### config.mk
export PLATFORM = sky130hd
export DESIGN_NAME = pipe_ctrl_unit
export DESIGN_NICKNAME = d
export VERILOG_FILES = /design/src/rtl/pipe_ctrl_unit.sv
export SDC_FILE = /design/constraint.sdc
export NUM_CORES = 1
export LEC_CHECK = 0
export BUFFER_PORTS_ARGS = -buffer_cell sky130_fd_sc_hd__buf_2
export CAP_MARGIN = 20
export CELL_PAD_IN_SITES_DETAIL_PLACEMENT = 0
export CELL_PAD_IN_SITES_GLOBAL_PLACEMENT = 1
export CORE_ASPECT_RATIO = 0.75
export CORE_MARGIN = 3
export CORE_UTILIZATION = 39
export DETAILED_ROUTE_END_ITERATION = 10
export PLACE_DENSITY_LB_ADDON = 0.1
export SYNTH_ARGS = -nofsm -noshare
export SYNTH_HDL_FRONTEND = slang
export SYNTH_SLANG_ARGS = --single-unit
### constraint.sdc
create_clock -name clk -period 2.9 [get_ports clk]
set_clock_uncertainty 0.05 [all_clocks]
set_input_delay 0.58 -clock clk [delete_from_list [all_inputs] [get_ports clk]]
set_output_delay 0.58 -clock clk [all_outputs]
set_load 0.05 [all_outputs]
### src/rtl/pipe_ctrl_unit.sv
// rtl/pipe_ctrl_unit.sv - pipeline register enable/clear generator with debug halt/step and stats
//
// Purpose: drives every inter-stage pipeline register of the N-stage CPU.
//   Combines load-use stalls, taken-branch flushes and memory-busy freezes
//   into per-stage enable/clear vectors. Adds a registered debug halt mode
//   with rising-edge single-step, and saturating event counters.
//
// Ports:
//   clk          - main clock, all state on posedge
//   rst          - synchronous active-high reset
//   reg_stall    - load-use hazard at HZ_STAGE
//   branch_taken - taken branch at BR_STAGE
//   mem_busy     - memory not ready, whole pipeline waits
//   debug_en     - request halt mode
//   debug_step   - step request (level, rising edge counts)
//   stage_en     - per-register enable
//   stage_rst    - per-register synchronous clear (bubble insert)
//   halted       - 1 while in HALT
//   stall_cnt    - applied load-use stall cycles
//   flush_cnt    - applied branch flushes
//   busy_cnt     - applied mem_busy freeze cycles

module pipe_ctrl_unit #(
    parameter int STAGES   = 5,
    parameter int HZ_STAGE = 1,
    parameter int BR_STAGE = 1,
    parameter int CNT_W    = 16
) (
    input  logic              clk,
    input  logic              rst,
    input  logic              reg_stall,
    input  logic              branch_taken,
    input  logic              mem_busy,
    input  logic              debug_en,
    input  logic              debug_step,
    output logic [STAGES-1:0] stage_en,
    output logic [STAGES-1:0] stage_rst,
    output logic              halted,
    output logic [CNT_W-1:0]  stall_cnt,
    output logic [CNT_W-1:0]  flush_cnt,
    output logic [CNT_W-1:0]  busy_cnt
);

    localparam logic ST_RUN  = 1'b0;
    localparam logic ST_HALT = 1'b1;

    logic             state_q, state_d;
    logic             step_pending_q, step_pending_d;
    logic             step_prev_q;
    logic [CNT_W-1:0] stall_cnt_q, flush_cnt_q, busy_cnt_q;

    logic held;
    logic apply_busy, apply_stall, apply_flush;

    // A pending step releases the hold for exactly one real pipeline cycle.
    assign held = (state_q == ST_HALT) && !step_pending_q;

    assign apply_busy  = !rst && !held && mem_busy;
    assign apply_stall = !rst && !held && !mem_busy && reg_stall;
    assign apply_flush = !rst && !held && !mem_busy && !reg_stall && branch_taken;

    always_comb begin
        stage_en  = '1;
        stage_rst = '0;
        if (rst) begin
            stage_rst = '1;
        end else if (held || mem_busy) begin
            stage_en = '0;
        end else if (reg_stall) begin
            // Freeze everything up to the hazard stage, bubble the next one.
            for (int i = 0; i <= HZ_STAGE; i++) begin
                stage_en[i] = 1'b0;
            end
            stage_rst[HZ_STAGE+1] = 1'b1;
        end else if (branch_taken) begin
            // PC keeps its enable so it loads the branch target.
            for (int i = 1; i <= BR_STAGE; i++) begin
                stage_rst[i] = 1'b1;
            end
        end
    end

    always_comb begin
        state_d        = debug_en ? ST_HALT : ST_RUN;
        step_pending_d = step_pending_q;
        if (state_q == ST_HALT && !debug_en) begin
            step_pending_d = 1'b0;
        end else if (step_pending_q) begin
            // A step stalled by mem_busy stays pending; extra edges are dropped.
            if (!mem_busy) begin
                step_pending_d = 1'b0;
            end
        end else if (state_q == ST_HALT && debug_step && !step_prev_q) begin
            step_pending_d = 1'b1;
        end
    end

    always_ff @(posedge clk) begin
        if (rst) begin
            state_q        <= ST_RUN;
            step_pending_q <= 1'b0;
            step_prev_q    <= 1'b0;
            stall_cnt_q    <= '0;
            flush_cnt_q    <= '0;
            busy_cnt_q     <= '0;
        end else begin
            state_q        <= state_d;
            step_pending_q <= step_pending_d;
            step_prev_q    <= debug_step;
            if (apply_stall && !(&stall_cnt_q)) begin
                stall_cnt_q <= stall_cnt_q + CNT_W'(1);
            end
            if (apply_flush && !(&flush_cnt_q)) begin
                flush_cnt_q <= flush_cnt_q + CNT_W'(1);
            end
            if (apply_busy && !(&busy_cnt_q)) begin
                busy_cnt_q <= busy_cnt_q + CNT_W'(1);
            end
        end
    end

    assign halted    = (state_q == ST_HALT);
    assign stall_cnt = stall_cnt_q;
    assign flush_cnt = flush_cnt_q;
    assign busy_cnt  = busy_cnt_q;

endmodule

# Word level (Yosys, flattened, before mapping)
# Cells that the tools add are included.
dict set report word_totals {
  regBits 51
  latchBits 0
  ramBits 0
  romBits 0
  inputBits 7
  out_inout_bits 59
  word_cells 52
  n_memories 0
}
dict set report op_classes {
  add_sub_neg 3
  n_mul 0
  div_mod_pow 0
  n_lt_le_gt_ge 0
  eq_ne 0
  shift 0
  muxes 15
  n_bitwise 0
  n_reduce_logical 28
}
# op count
set ops {}
lappend ops {{$add 16x1->16 const B} 3}
lappend ops {{$reduce_and 16->1} 3}
lappend ops {{$logic_and 1x1->1} 13}
lappend ops {{$logic_not 1->1} 10}
lappend ops {{$mux 2} 5}
lappend ops {{$mux 1} 8}
lappend ops {{$mux 5} 1}
lappend ops {{$mux 3} 1}
lappend ops {{$reduce_or 2->1} 1}
lappend ops {{$logic_or 1x1->1} 1}

# Depth between registers and ports, before layout
# Gate-level depths: netlist (run 1).
dict set report logic_depth {
  word_depth 8
  depth_mapped 7
  mapped_depth_nobuf 5
}

# Worst setup path after synthesis (run 1)
# OpenSTA, ideal clock, no wires.
dict set report synth_timing {
  path_type {register to output}
  start {register state_q, in the netlist halted}
  end {output stage_en[1]}
  arrival_ns 2.544
  t_required_ns 2.270
  setup_slack_ns -0.274
  path_stages_with_launch 5
  path_buffers 2
  cell_sequence {dfxtp_1 > nor2b_1 > clkbuf_1 > o31ai_1 > buf_4}
}
dict set report synth_via {
  elab_chain_cells 4
}
# element line_no
set synth_rtl {}
lappend synth_rtl {{start: declaration} 47} ;# logic state_q, state_d;
lappend synth_rtl {{start signal: assignment} 107} ;# state_q <= state_d;
lappend synth_rtl {{$logic_and 1x1->1} 56} ;# assign held = (state_q == ST_HALT) && !step_pending_q;
lappend synth_rtl {{$logic_or 1x1->1} 67} ;# end else if (held || mem_busy) begin
lappend synth_rtl {{$mux 2} 67}
lappend synth_rtl {{$mux 5} 65} ;# if (rst) begin
lappend synth_rtl {{end: declaration} 36} ;# output logic [STAGES-1:0] stage_en,
# Every way passes these cells.

# Final worst setup path (run 1)
dict set report layout_timing {
  start {register state_q, in the netlist halted}
  end {output stage_rst[1]}
}
dict set report layout_via {
  elab_chain_cells 4
}
# element line_no
set layout_rtl {}
lappend layout_rtl {{$logic_and 1x1->1} 56}
lappend layout_rtl {{$logic_or 1x1->1} 67}
lappend layout_rtl {{$mux 2} 67}
lappend layout_rtl {{$mux 2} 65}
lappend layout_rtl {{end: declaration} 37} ;# output logic [STAGES-1:0] stage_rst,
# Every way passes these cells.

==> summary.md, run 1 <==
| Metric | Value |
|---|---|
| Synth warnings | 0 |
| Final period utilization | 0.921 |
| Syn Area/Cell | 8.29 um^2 |
| Slowest cell on crit path | nor2b_1 |
| Final Non-Filler Cells | 496 |
| CP required | about 2.3 ns |
| Final Net Count | roughly 410 |
| Clk pin slew, worst setup/hold paths | 0.10 ns |
| TritonCTS sink count | 51 |
| Synthesized instance count | 336 |
| Largest net degree at the start of global routing | 28 |
| Vias in the first global route | between 2000 and 3000 |
| Maximum achievable frequency | 0.374 GHz |
| Clk buf depth | 2 |
| Quantity of I/O buffers inserted on ports | 65 |
| Drt wl/cell | 15.8 um |
| Setup Viol. Count Final | 0 |
| Slew HR | 0.539 |
| Post-synth EDFFs | 0 |
| Slew Viols, Final | 0 |
| Most frequent cells in the layout | 65 x buf_2, 51 x dfxtp_1, 26 x nand2_1, 26 x a21oi_1, 18 x nand4_1 |
| Crit start category | register |
| Via Count | 2851 |
| ANT nets after route | 0 |
| VDD IR max | 0.190 mV |
| Hold_sp | busy_cnt[15]$_SDFFE_PP0P_ |
| Top sig layer | met4 |
| Outcome | completed |
| DP HPWL | 5650 um |
| Share of cells above drive strength 1 | 0.251 |
| Die area | between 8000 and 9000 um^2 |
| Final antenna diode count | 0 |
| Power density over cell area | 381 nW/um^2 |
| Total global-route track usage | 0.195 |
| First-pass GRT wire length | 13200 um |
| H-tree depth | 2 |
| Leakage | 1.20 nW |
| Hold depth | 2 |
| Hold Path Class | reg2reg |
| Crit. End Element | output pin |
| Core area | 6860 um^2 |
| 1st-iter DRT viols | around 120 |
| Vias/cell | roughly 5.7 |
| R2r endpoint | flush_cnt[14]$_SDFFE_PP0P_ |
| Cell area after synthesis | between 2000 and 3000 um^2 |
| Endpoints failing hold | 0 |
| Routed length on met1 | roughly 4100 um |
| Root Buffer | clkbuf_8 |
| Most used DFF post-synth | dfxtp_1 |
| Sequential share of the synthesized area | 0.367 |
| GP Congestion | between 0.7 and 0.8 |
| Met3 WL post-DR | 347 um |
| R2R setup slack | 0.70 ns |
| 1st-pass router iterations | 4 |
| Hold endpoint | busy_cnt[15]$_SDFFE_PP0P_ |
| Setup_tns | 0 ns |
| Chip height | 79.2 um |
| Pwr Total | 1.26 mW |
| Worst-path maximum fanout | 10 |
| Delay of the slowest critical-path stage | 0.59 ns |
| Remaining global-route overflow | 0 |
| Reg2reg start | flush_cnt[0]$_SDFFE_PP0P_ |
| Die X | a little over 100 um |
| Area Overhead vs Synth | 18.7% |
| Initial antenna violation count | 0 |
| Count of cells along the worst register-to-register path | 6 |
| CTS Buf Count | 5 |
| Post-Synthesis Net Count | roughly 350 |
| # IOs | 66 |
| Asr flop ratio synth | 0 |
| Post-CTS sizing | 0 |
| Post-CTS Setup Inserts | 0 |
| # fillers | between 700 and 800 |
| Routed wire length | between 7000 and 8000 um |
| Row count | 26 |
| Yosys reg bits | a little over 50 |
| Max_cap viols | 0 |
| Crit path arrival time | 2.04 ns |
| CTS tree | built |
| Final core utilization | 0.481 |
| WL met2 | 3310 um |
| Worst-margin pin slew | 0.690 ns |
| Count of hold buffers inserted by post-cts repair | 0 |
| Period minus WS final | 2.67 ns |
| RSZ-0062 raised after global routing | no |
| DR DRC count | 0 |
| Crit Path Category | reg2out |
| Initial Util | 0.406 |
| Synth unique cells | 44 |
| Leading cell type in the layout, fill and taps excluded | buf_2 |
| Crit-path cells | nor2b_1 -> nor3_1 -> or2_2 -> buf_2 |
| Placed insts | about 490 |
| Worst-Skew Late Latency | 0.31 ns |
==> power by group <==
| part | total [mW] | internal, mW | leakage [nW] | switching [mW] |
|---|---|---|---|---|
| clock network | 0.414 | 0.169 | 0.0412 | 0.244 |
| logic | 0.130 | 0.0307 | 0.746 | 0.0997 |
| registers | 0.715 | 0.707 | 0.412 | 0.00818 |
| total | 1.26 | 0.907 | 1.20 | 0.352 |
==> layer usage <==
metal / up-vias / global-route usage
met4: 0 / 0.0584
li1: 1432 / -
met5: - / 0
met1: 1349 / 0.277
met3: 6 / 0.0390
met2: 64 / 0.299
==> metrics by stage <==
| stage | hold slack [ns] | setup slack (ns) | cell area (um^2) |
|---|---|---|---|
| 4_1_cts | 0.451 | 0.227 | 3300 |
| 5_1_grt | 0.454 | 0.112 | 3300 |
| 3_5_place_dp | 0.436 | 0.367 | 3220 |
| 6_report | 0.455 | 0.228 | 3300 |
| 2_1_floorplan | 0.421 | 0.212 | 2790 |
| 3_3_place_gp | 0.436 | 0.412 | 3220 |
==> worst max path at each step <==
stage                           start                         end  slack (ns)  depth (start not counted)
detailed placement           mem_busy  flush_cnt[13]$_SDFFE_PP0P_        0.37                          5
floorplan           halted$_SDFF_PP0_                 stage_en[3]        0.21                          4
CTS                 halted$_SDFF_PP0_                stage_rst[1]        0.23                          4
global placement             mem_busy  flush_cnt[10]$_SDFFE_PP0P_        0.41                          5
global route        halted$_SDFF_PP0_                stage_rst[2]        0.11                          4
finish              halted$_SDFF_PP0_                stage_rst[1]        0.23                          4
==> flip-flops by register name, summed over array words and instances (netlist names) <==
name	count
flush_cnt	16
step_pending_q	1
halted	1
busy_cnt	16
step_prev_q	1
stall_cnt	16
==> final cells by class <==
class	count	area, um^2	share of cell area
Inverter	9	33.8	0.0102
Timing Repair Buffer	76	408	0.123
Sequential cell	51	1020	0.309
Clock inverter	2	12.5	0.00379
Multi-Input combinational cell	254	1630	0.495
Tap cell	98	123	0.0371
Clock buffer	6	72.6	0.0220
==> kinds of logic after synthesis <==
group / count (synthesis) / share of synthesized area
AO/OA/AOI/OAI: 79 / 0.190
adder cells (fa/ha/maj): 3 / 0.0135
flip-flops: 51 / 0.367
AND/OR/NAND/NOR: 161 / 0.333
buffers and inverters: 31 / 0.0553
XOR/XNOR: 1 / 0.00315
multiplexers: 10 / 0.0391
==> worst max-delay path, delay by kind of cell, from the launching register on <==
family,cells,cell delay [ns]
AND/OR/NAND/NOR,3,1.11
buffers and inverters,1,0.21
flip-flops,1,0.41
==> synth_stat cells (11+ instances only) <==
cell type  count  area, um^2
o31ai_1       16         120
clkbuf_1      14        52.6
a21oi_1       26         130
or3_1         11        68.8
nand3_1       12        60.1
nor2_1        16        60.1
nor4_1        17         106
dfxtp_1       51        1020
or4_1         15         113
nor3_1        13        65.1
nand2_1       26        97.6
nand4_1       18         113
No activity file was read; power rests on OpenSTA's default activity.
==> inputs of run 2 (changes only) <==
==> config.mk (replaced) <==
export PLATFORM = sky130hd
export DESIGN_NAME = pipe_ctrl_unit
export DESIGN_NICKNAME = d
export VERILOG_FILES = /design/src/rtl/pipe_ctrl_unit.sv
export SDC_FILE = /design/constraint.sdc
export NUM_CORES = 1
export LEC_CHECK = 0
export BUFFER_PORTS_ARGS = -buffer_cell sky130_fd_sc_hd__buf_2
export CAP_MARGIN = 20
export CORE_ASPECT_RATIO = 0.75
export CORE_MARGIN = 3
export CORE_UTILIZATION = 54
export DETAILED_ROUTE_END_ITERATION = 10
export PLACE_DENSITY = 0.8
export SYNTH_ARGS = -nofsm -noshare
export SYNTH_HDL_FRONTEND = slang
export SYNTH_SLANG_ARGS = --single-unit
==> run 2 against run 1 <==
Net effect:
- sequential power is essentially flat
- setup slack lost 0.046 ns
- critical path depth is the same
- total power grew 2.6%
- utilization grew 21 points
- flip-flop and latch count is the same
- clock power grew 8.5%
- critical endpoint unchanged
==> summary.md, run 2 (synthesized netlist as in run 1, its figures left out) <==
| Metric | Value |
|---|---|
| Outcome | completed (unchanged) |
| Setup Viol. Count Final | 0 (unchanged) |
| Period minus WS final | 2.72 ns (was 2.67 ns) |
| Total global-route track usage | 0.253 (was 0.195) |
| # IOs | 66 (unchanged) |
| Final Non-Filler Cells | 452 (was 496) |
| Slew Viols, Final | 0 (unchanged) |
| Final period utilization | 0.937 (was 0.921) |
| Die X | 88.9 um (was 104 um) |
| 1st-pass router iterations | 5 (was 4) |
| H-tree depth | 2 (unchanged) |
| Clk pin slew, worst setup/hold paths | 0.09 ns (was 0.10 ns) |
| Crit. End Element | output pin (unchanged) |
| Buffers & Inverters on Critical Path | 1 (unchanged) |
| Placed insts | 444 (was 488) |
| Hold Path Class | reg2reg (unchanged) |
| GP Congestion | 0.894 (was 0.785) |
| Clock network power share | 0.347 (was 0.329) |
| R2r endpoint | flush_cnt[7]$_SDFFE_PP0P_ (was flush_cnt[14]$_SDFFE_PP0P_) |
| Worst-Skew Late Latency | 0.30 ns (was 0.31 ns) |
| Count of hold buffers inserted by post-cts repair | 0 (unchanged) |
| Clk buf depth | 2 (unchanged) |
| Most frequent cells in the layout | 65 x buf_2, 51 x dfxtp_1, 26 x nand2_1, 26 x a21oi_1, 18 x nand4_1 (unchanged) |
| Count of cells along the worst register-to-register path | 4 (was 6) |
| Worst Setup SP | halted$_SDFF_PP0_ (unchanged) |
| Final hold slack | 0.451 ns (was 0.455 ns) |
| Crit-path cells | nor2b_1 -> nor3_1 -> or2_2 -> buf_2 (unchanged) |
| DP HPWL | 5310 um (was 5650 um) |
| Crit start category | register (unchanged) |
| VDD IR max | 0.194 mV (was 0.190 mV) |
| Remaining global-route overflow | 0 (unchanged) |
| Power density over cell area | 398 nW/um^2 (was 381 nW/um^2) |
| Slew HR | 0.486 (was 0.539) |
| Final WS setup | 0.181 ns (was 0.228 ns) |
| Worst-margin pin slew | 0.769 ns (was 0.690 ns) |
| Post-CTS Setup Inserts | 0 (unchanged) |
| Routed wire length | 7380 um (was 7820 um) |
| Pwr Total | 1.29 mW (was 1.26 mW) |
| Cell family with most CP delay | simple AND/OR/NAND/NOR gates (unchanged) |
| Worst-path maximum fanout | 11 (was 10) |
| Crit Path Category | reg2out (unchanged) |
| Post-CTS sizing | 0 (unchanged) |
| Via Count | 2914 (was 2851) |
| Setup_tns | 0 ns (unchanged) |
| Top sig layer | met4 (unchanged) |
| Hold endpoint | step_pending_q$_SDFF_PP0_ (was busy_cnt[15]$_SDFFE_PP0P_) |
| Area post-placement | 3150 um^2 (was 3220 um^2) |
| Reg2reg start | halted$_SDFF_PP0_ (was flush_cnt[0]$_SDFFE_PP0P_) |
| Chip height | 68.2 um (was 79.2 um) |
| Routed length on met1 | 3380 um (was 4080 um) |
| Vias/cell | 6.45 (was 5.75) |
| RSZ-0062 raised after global routing | no (unchanged) |
| Sequential share of power | 0.553 (was 0.568) |
| Leakage | 1.19 nW (was 1.20 nW) |
| Slowest cell on crit path | nor2b_1 (unchanged) |
| CP required | 2.27 ns (about the same) |
| Leading cell type in the layout, fill and taps excluded | buf_2 (unchanged) |
| Combinational share of power | 0.100 (was 0.104) |
| Drt wl/cell | 16.3 um (was 15.8 um) |
| CTS Buf Count | 5 (unchanged) |
| TritonCTS sink count | 51 (unchanged) |
| 1st-iter DRT viols | 204 (was 117) |
| Met3 WL post-DR | 558 um (was 347 um) |
| Share of cells above drive strength 1 | 0.246 (was 0.251) |
| Hold_sp | step_prev_q$_SDFF_PP0_ (was busy_cnt[15]$_SDFFE_PP0P_) |
| Initial Util | 0.592 (was 0.406) |
| Post-Place Worst Slack | 0.402 ns (was 0.367 ns) |
| Sw Ratio | 0.261 (was 0.280) |
| Root Buffer | clkbuf_8 (unchanged) |
| Quantity of I/O buffers inserted on ports | 65 (unchanged) |
| Hold depth | 2 (unchanged) |
| Core area | 4700 um^2 (was 6860 um^2) |
| # fillers | 432 (was 708) |
| Area Overhead vs Synth | 16.6% (was 18.7%) |
| Row count | 21 (was 26) |
| Final Net Count | 404 (was 407) |
| CTS tree | built (unchanged) |
| Initial antenna violation count | 0 (unchanged) |
| Largest net degree at the start of global routing | 30 (was 28) |
| Vias in the first global route | 2543 (was 2702) |
| Post-route cell area | 3250 um^2 (was 3300 um^2) |
| R2R setup slack | 0.71 ns (was 0.70 ns) |
| Maximum achievable frequency | 0.368 GHz (was 0.374 GHz) |
| First-pass GRT wire length | 12100 um (was 13200 um) |
| Max_cap viols | 0 (unchanged) |
| Die area | 6060 um^2 (was 8200 um^2) |
| Delay of the slowest critical-path stage | 0.64 ns (was 0.59 ns) |
| ANT nets after route | 0 (unchanged) |
| Endpoints failing hold | 0 (unchanged) |
| NetSw | 337 uW (was 352 uW) |
| Internal power | 955 uW (was 907 uW) |
| Final antenna diode count | 0 (unchanged) |
| Crit path arrival time | 2.09 ns (was 2.04 ns) |
| DR DRC count | 0 (unchanged) |
| WL met2 | 3380 um (was 3310 um) |
| Final core utilization | 0.690 (was 0.481) |
| Levels on crit path | 4 (unchanged) |
run 2: worst max path at each step:
stage                                       endpoint  slack [ns]
after detailed placement  stall_cnt[13]$_SDFFE_PP0P_        0.40
final                                   stage_rst[1]        0.18
after global routing                    stage_rst[1]        0.03
after CTS                               stage_rst[1]        0.22
after global placement    flush_cnt[10]$_SDFFE_PP0P_        0.45
after floorplan                          stage_en[3]        0.21
run 2: power groups by stage:
stage	combinational [mW]	sequential [mW]	clock [mW]
2_1_floorplan	0.0828	0.750	0
3_3_place_gp	0.126	0.730	0
3_5_place_dp	0.128	0.731	0
4_1_cts	0.128	0.714	0.458
5_1_grt	0.138	0.716	0.490
6_report	0.129	0.714	0.449
run 2: cell type report:
| cell class | instances | area [um^2] | share of cell area |
|---|---|---|---|
| Multi-Input combinational cell | 254 | 1630 | 0.503 |
| Inverter | 9 | 33.8 | 0.0104 |
| Clock buffer | 8 | 100 | 0.0308 |
| Tap cell | 57 | 71.3 | 0.0220 |
| Sequential cell | 51 | 1020 | 0.315 |
| Timing Repair Buffer | 73 | 385 | 0.119 |
run 2: per-layer routing:
| layer | global-route usage | vias up |
|---|---|---|
| met5 | 0 | - |
| met3 | 0.0493 | 9 |
| met2 | 0.389 | 117 |
| met4 | 0.0717 | 0 |
| met1 | 0.359 | 1365 |
| li1 | - | 1423 |
run 2: worst min-delay path: cells and delay by family, from the launching register on:
kind | cells | cell delay (ns)
compound gates | 1 | 0.05
simple gates | 1 | 0.10
flops | 1 | 0.31
